===== src/rtl/sort_run_ctrl.sv =====
// sort_run_ctrl
// Run sequencer and data-memory arbiter for the single-cycle sorting CPU.
// Loads DEPTH words into data memory, lets the CPU run until it reports done
// (or a cycle budget expires), then streams the memory contents out.
// The single data-memory port is granted to the loader, the CPU or the
// dumper depending on state; outside LOAD/RUN/DUMP the port is idle.
//
// Ports
//   Clk, Clr                  clock, asynchronous active-high reset
//   start                     begin load/run/dump (IDLE, DONE, ERR only)
//   ld_valid/ld_data/ld_ready load stream into memory
//   cpu_run, cpu_done         CPU execute enable / CPU finished
//   cpu_we/cpu_addr/cpu_wdata CPU memory port, honoured only in RUN
//   mem_we/mem_addr/mem_wdata data-memory port; mem_rdata is combinational
//   rd_valid/rd_data/rd_index/rd_ready  dump stream out of memory
//   busy, timeout, cycles     status: active, sticky timeout, RUN cycle count
//
// state | meaning
// IDLE  | after reset, waiting for start
// LOAD  | accepting DEPTH load words into memory
// RUN   | CPU owns memory, counting cycles
// DUMP  | streaming memory words out
// DONE  | sequence finished, waiting for start
// ERR   | CPU exceeded its cycle budget, waiting for start
module sort_run_ctrl #(
    parameter int DW      = 16,
    parameter int AW      = 4,
    parameter int DEPTH   = 16,
    parameter int TIMEOUT = 1024
) (
    input  logic          Clk,
    input  logic          Clr,
    input  logic          start,
    input  logic          ld_valid,
    input  logic [DW-1:0] ld_data,
    output logic          ld_ready,
    output logic          cpu_run,
    input  logic          cpu_done,
    input  logic          cpu_we,
    input  logic [AW-1:0] cpu_addr,
    input  logic [DW-1:0] cpu_wdata,
    output logic          mem_we,
    output logic [AW-1:0] mem_addr,
    output logic [DW-1:0] mem_wdata,
    input  logic [DW-1:0] mem_rdata,
    output logic          rd_valid,
    output logic [DW-1:0] rd_data,
    output logic [AW-1:0] rd_index,
    input  logic          rd_ready,
    output logic          busy,
    output logic          timeout,
    output logic [15:0]   cycles
);

    localparam logic [2:0] S_IDLE = 3'd0;
    localparam logic [2:0] S_LOAD = 3'd1;
    localparam logic [2:0] S_RUN  = 3'd2;
    localparam logic [2:0] S_DUMP = 3'd3;
    localparam logic [2:0] S_DONE = 3'd4;
    localparam logic [2:0] S_ERR  = 3'd5;

    localparam logic [AW-1:0] IDX_LAST = AW'(DEPTH - 1);
    localparam logic [15:0]   CYC_LAST = 16'(TIMEOUT - 1);

    logic [2:0]    state;
    logic [AW-1:0] idx;

    always_ff @(posedge Clk or posedge Clr) begin
        if (Clr) begin
            state  <= S_IDLE;
            idx    <= '0;
            cycles <= '0;
        end else begin
            case (state)
                S_IDLE, S_DONE, S_ERR: begin
                    if (start) begin
                        state <= S_LOAD;
                        idx   <= '0;
                    end
                end
                S_LOAD: begin
                    if (ld_valid) begin
                        idx <= idx + 1'b1;
                        if (idx == IDX_LAST) begin
                            state  <= S_RUN;
                            cycles <= '0;
                        end
                    end
                end
                S_RUN: begin
                    // The cycle that leaves RUN is itself counted.
                    if (cycles != 16'hFFFF)
                        cycles <= cycles + 16'd1;
                    if (cpu_done) begin
                        state <= S_DUMP;
                        idx   <= '0;
                    end else if (cycles == CYC_LAST) begin
                        state <= S_ERR;
                    end
                end
                S_DUMP: begin
                    if (rd_ready) begin
                        idx <= idx + 1'b1;
                        if (idx == IDX_LAST)
                            state <= S_DONE;
                    end
                end
                default: state <= S_IDLE;
            endcase
        end
    end

    // Port mux is purely a function of state so Clr idles the memory port
    // immediately, even in the middle of a write.
    always_comb begin
        ld_ready  = 1'b0;
        cpu_run   = 1'b0;
        mem_we    = 1'b0;
        mem_addr  = '0;
        mem_wdata = '0;
        rd_valid  = 1'b0;
        rd_index  = '0;
        busy      = 1'b0;
        timeout   = 1'b0;
        case (state)
            S_LOAD: begin
                ld_ready  = 1'b1;
                mem_we    = ld_valid;
                mem_addr  = idx;
                mem_wdata = ld_data;
                busy      = 1'b1;
            end
            S_RUN: begin
                cpu_run   = 1'b1;
                mem_we    = cpu_we;
                mem_addr  = cpu_addr;
                mem_wdata = cpu_wdata;
                busy      = 1'b1;
            end
            S_DUMP: begin
                mem_addr = idx;
                rd_valid = 1'b1;
                rd_index = idx;
                busy     = 1'b1;
            end
            S_ERR:   timeout = 1'b1;
            default: ;
        endcase
    end

    assign rd_data = mem_rdata;

endmodule


===== config.mk =====
export PLATFORM = sky130hd
export DESIGN_NAME = sort_run_ctrl
export DESIGN_NICKNAME = d
export VERILOG_FILES = /design/src/rtl/sort_run_ctrl.sv
export SDC_FILE = /design/constraint.sdc
export NUM_CORES = 1
export LEC_CHECK = 0
export ABC_AREA = 1
export BUFFER_PORTS_ARGS = -buffer_cell sky130_fd_sc_hd__buf_2
export CAP_MARGIN = 20
export CORE_MARGIN = 1.5
export CORE_UTILIZATION = 47
export DETAILED_ROUTE_END_ITERATION = 8
export GPL_ROUTABILITY_DRIVEN = 1
export PLACE_DENSITY = 0.87
export SYNTH_ARGS = -nofsm -noshare
export SYNTH_HDL_FRONTEND = slang
export SYNTH_SLANG_ARGS = --single-unit

===== constraint.sdc =====
create_clock -name Clk -period 2.2 [get_ports Clk]
set_input_delay 0.22 -clock Clk [delete_from_list [all_inputs] [get_ports Clk]]
set_output_delay 0.22 -clock Clk [all_outputs]
set_load 0.05 [all_outputs]

==> reports/qor.yml <==
yosys:
  syn_area_mm2: 0.00193
  synth.net_count: 321
  yosys_warnings: 0
  seq_area_frac_synth_pct: 29.8
  syn_inst: 260
  ys_types: 31
  ys_ff_latch: 23
  syn_area_per_cell_um2: 7.43
pwr:
  p_seq_share_pct: 22.1
  p_leak_nw: 1.23
  power_density_mw_per_mm2: 1310
  power.switching_mw: 1.90
  swShare_pct: 61.7
  p_int_mw: 1.18
  p_comb_share_pct: 69.2
  pwr-share-clk_pct: 8.7
  peakVddDrop_mv: 0.938
timing:
  finalCritPeriodShare_pct: 88.5
  slew_headroom_pct: 77.9
  setup_violations: 0
  grt_setup_unrepaired: "no"
  hold_viol: 0
  clock.fmax_ghz: 0.513
  min_period_ns: 1.95
  slew_violations: 0
  fin_setup_tns_ns: 0
  skew_ns: 0.00729
  worst_pin_slew_ns: 0.331
global_route:
  grt_pass1_vias: 1681
  met1_usage_pct: 28.0
  grt_pass1_wl_um: 7390
  grt_max_degree: 28
  use_met2_pct: 34.8
  track_usage_pct: 21.3
  grt-busiest-layer: "met2"
  grt-ovfl-total: 0
  met3_usage_pct: 5.07
  antenna_found_initial: 0
critical_path:
  r2r_end: "cycles[0]$_DFFE_PP0P_"
  endpoint_kind: "output port"
  arrival_ns: 1.73
  worstPathMaxFanout: 27
  startpoint_type: "register"
  reg2reg_from: "state[1]$_DFFE_PP0P_"
  crit_required_ns: 1.98
  r2r_setup_slack_ns: 0.49
  worstSetupPathType: "reg -> out"
  r2r_cells: 7
clock_tree:
  htreeDepth: 1
  clock_sinks: 23
  insertion_delay_ns: 0.27
  cts_tree: "yes"
  cts.repair.resized: 0
  path_clk_slew_ns: 0.08
  clk_path_buf_depth: 2
  cts_buffers: 3
  cts-root-buf: "clkbuf_8"
final_layout:
  n_antenna_cell: 0
  design_area_mm2: 0.00234
  drive_above_1_share_pct: 39.2
  syn_to_final_growth_pct: 21.1
  fin_nets: 396
floorplanning:
  start_util_pct: 48.6
  rows: 23
  die_area_mm2: 0.00450
  io_pins: 121
  fp.dieW_um: 67.1
  fp.coreArea_mm2: 0.00397
  chipHeight_um: 67.1
route:
  routedWlPerCell_um: 12.6
  firstDrtPassIters: 5
  wirelength_um: 4850
  drc: 0
  via_per_inst: 5.06
  vias: 1943
  drt_iter0_markers: 112
  detail-route-antenna-nets: 0
placement:
  io_buffer_count: 88
  dp_hpwl_um: 3730
  place_congestion: 0.914
  postPlaceCellArea_mm2: 0.00228
worst_hold_path:
  min_to: "state[2]$_DFFE_PP0P_"
  min_from: "cpu_done"
  hold_path_depth: 4
  min_path_type: "in -> reg"
run_status:
  status: "complete, no violations"
flow_run:
  max_cap_viol_count: 0
==> power groups by stage <==
stage	Sequential, mW	Combinational, mW	Clock [mW]
floorplan	0.865	1.61	0
global placement	0.682	2.09	0
detailed placement	0.687	2.12	0
CTS	0.678	2.13	0.278
global route	0.698	2.29	0.287
finish	0.680	2.12	0.267
==> logic make-up (layout without fill, tap and decap cells) <==
| kind of cell | after synthesis | after routing | synth area share (%) |
|---|---|---|---|
| XOR/XNOR | 10 | 10 | 4.54 |
| buffers and inverters | 47 | 121 | 14.0 |
| flip-flops | 23 | 23 | 29.8 |
| AO/OA/AOI/OAI | 46 | 46 | 17.6 |
| adder cells (fa/ha/maj) | 2 | 2 | 1.30 |
| AND/OR/NAND/NOR | 132 | 132 | 32.8 |
==> area by class of cell <==
cell class	instances	area [um2]
repair buffers	91	465
well taps	50	62.6
multi-input cells	190	1080
fillers	389	1630
clock buffers	3	41.3
clock inverters	1	5.00
inverters	26	103
flip-flops and latches	23	576
==> cells in the mapped netlist (all sizes together) <==
| cell type | count | area share (%) |
|---|---|---|
| nand2 | 79 | 17 |
| nor2 | 30 | 7.3 |
| inv | 26 | 5.3 |
| o21ai | 26 | 8.5 |
| dfrtp | 23 | 30 |
| buf | 21 | 8.7 |
| nand3 | 17 | 5.6 |
| a22o | 16 | 7.3 |
| xor2 | 7 | 3.2 |
| nand4 | 5 | 2.4 |
| xnor2 | 3 | 1.4 |
| ha | 2 | 1.3 |
| o21bai | 2 | 0.78 |
| a21o | 1 | 0.39 |
| o22ai | 1 | 0.65 |
| or2 | 1 | 0.32 |
==> per-stage QoR <==
step	total power, mW	hold WS, ns	worst slack (ns)	instances	utilization [%]
final	3.07	0.358	0.253	384	58.9
after floorplan	2.47	0.222	0.0419	260	-
after CTS	3.09	0.350	0.263	384	58.9
after detailed placement	2.81	0.280	0.502	379	57.4
after global routing	3.27	0.391	0.121	384	58.9
after global placement	2.77	0.275	0.581	379	57.4
==> repair_timing <==
action	CTS	global route
endpoints found under the hold margin	23	0
buffers inserted	0	0
hold buffers	1	0
==> per-layer routing <==
layer	vias up	part of all wire, %
li1	980	-
met1	903	44
met2	58	50
met3	2	6.1
met4	0	0.47
met5	-	0
==> how the worst max path moves through the flow <==
stage / endpoint / slack, ns / depth (start not counted) / startpoint
global placement: cycles[1]$_DFFE_PP0P_ / 0.58 / 8 / state[2]$_DFFE_PP0P_
detailed placement: cycles[6]$_DFFE_PP0P_ / 0.50 / 8 / state[2]$_DFFE_PP0P_
finish: mem_addr[3] / 0.25 / 5 / state[1]$_DFFE_PP0P_
floorplan: mem_wdata[11] / 0.04 / 5 / state[2]$_DFFE_PP0P_
global route: mem_addr[3] / 0.12 / 5 / state[1]$_DFFE_PP0P_
CTS: mem_addr[3] / 0.26 / 5 / state[1]$_DFFE_PP0P_
==> state kept, by name (all words and copies together) (netlist names) <==
name / cells
idx: 4
cycles: 16
state: 3
==> cells in the final DEF (no fill, tap or decap), drive strengths merged, types with 2 or more instances in the layout <==
| cell type | count |
|---|---|
| a22o | 16 |
| xor2 | 7 |
| ha | 2 |
| xnor2 | 3 |
| inv | 26 |
| nand3 | 17 |
| buf | 90 |
| clkbuf | 3 |
| o21bai | 2 |
| nand2 | 79 |
| dfrtp | 23 |
| o21ai | 26 |
| nor2 | 30 |
| nand4 | 5 |
==> critical path, cell delays in order, from the launching register on <==
cell     delay, ns
dfrtp_1       0.54
nand3_2       0.22
inv_6         0.24
nand2_1       0.09
o21ai_0       0.08
buf_2         0.28
Note: power is estimated with default switching activity, not from simulation.
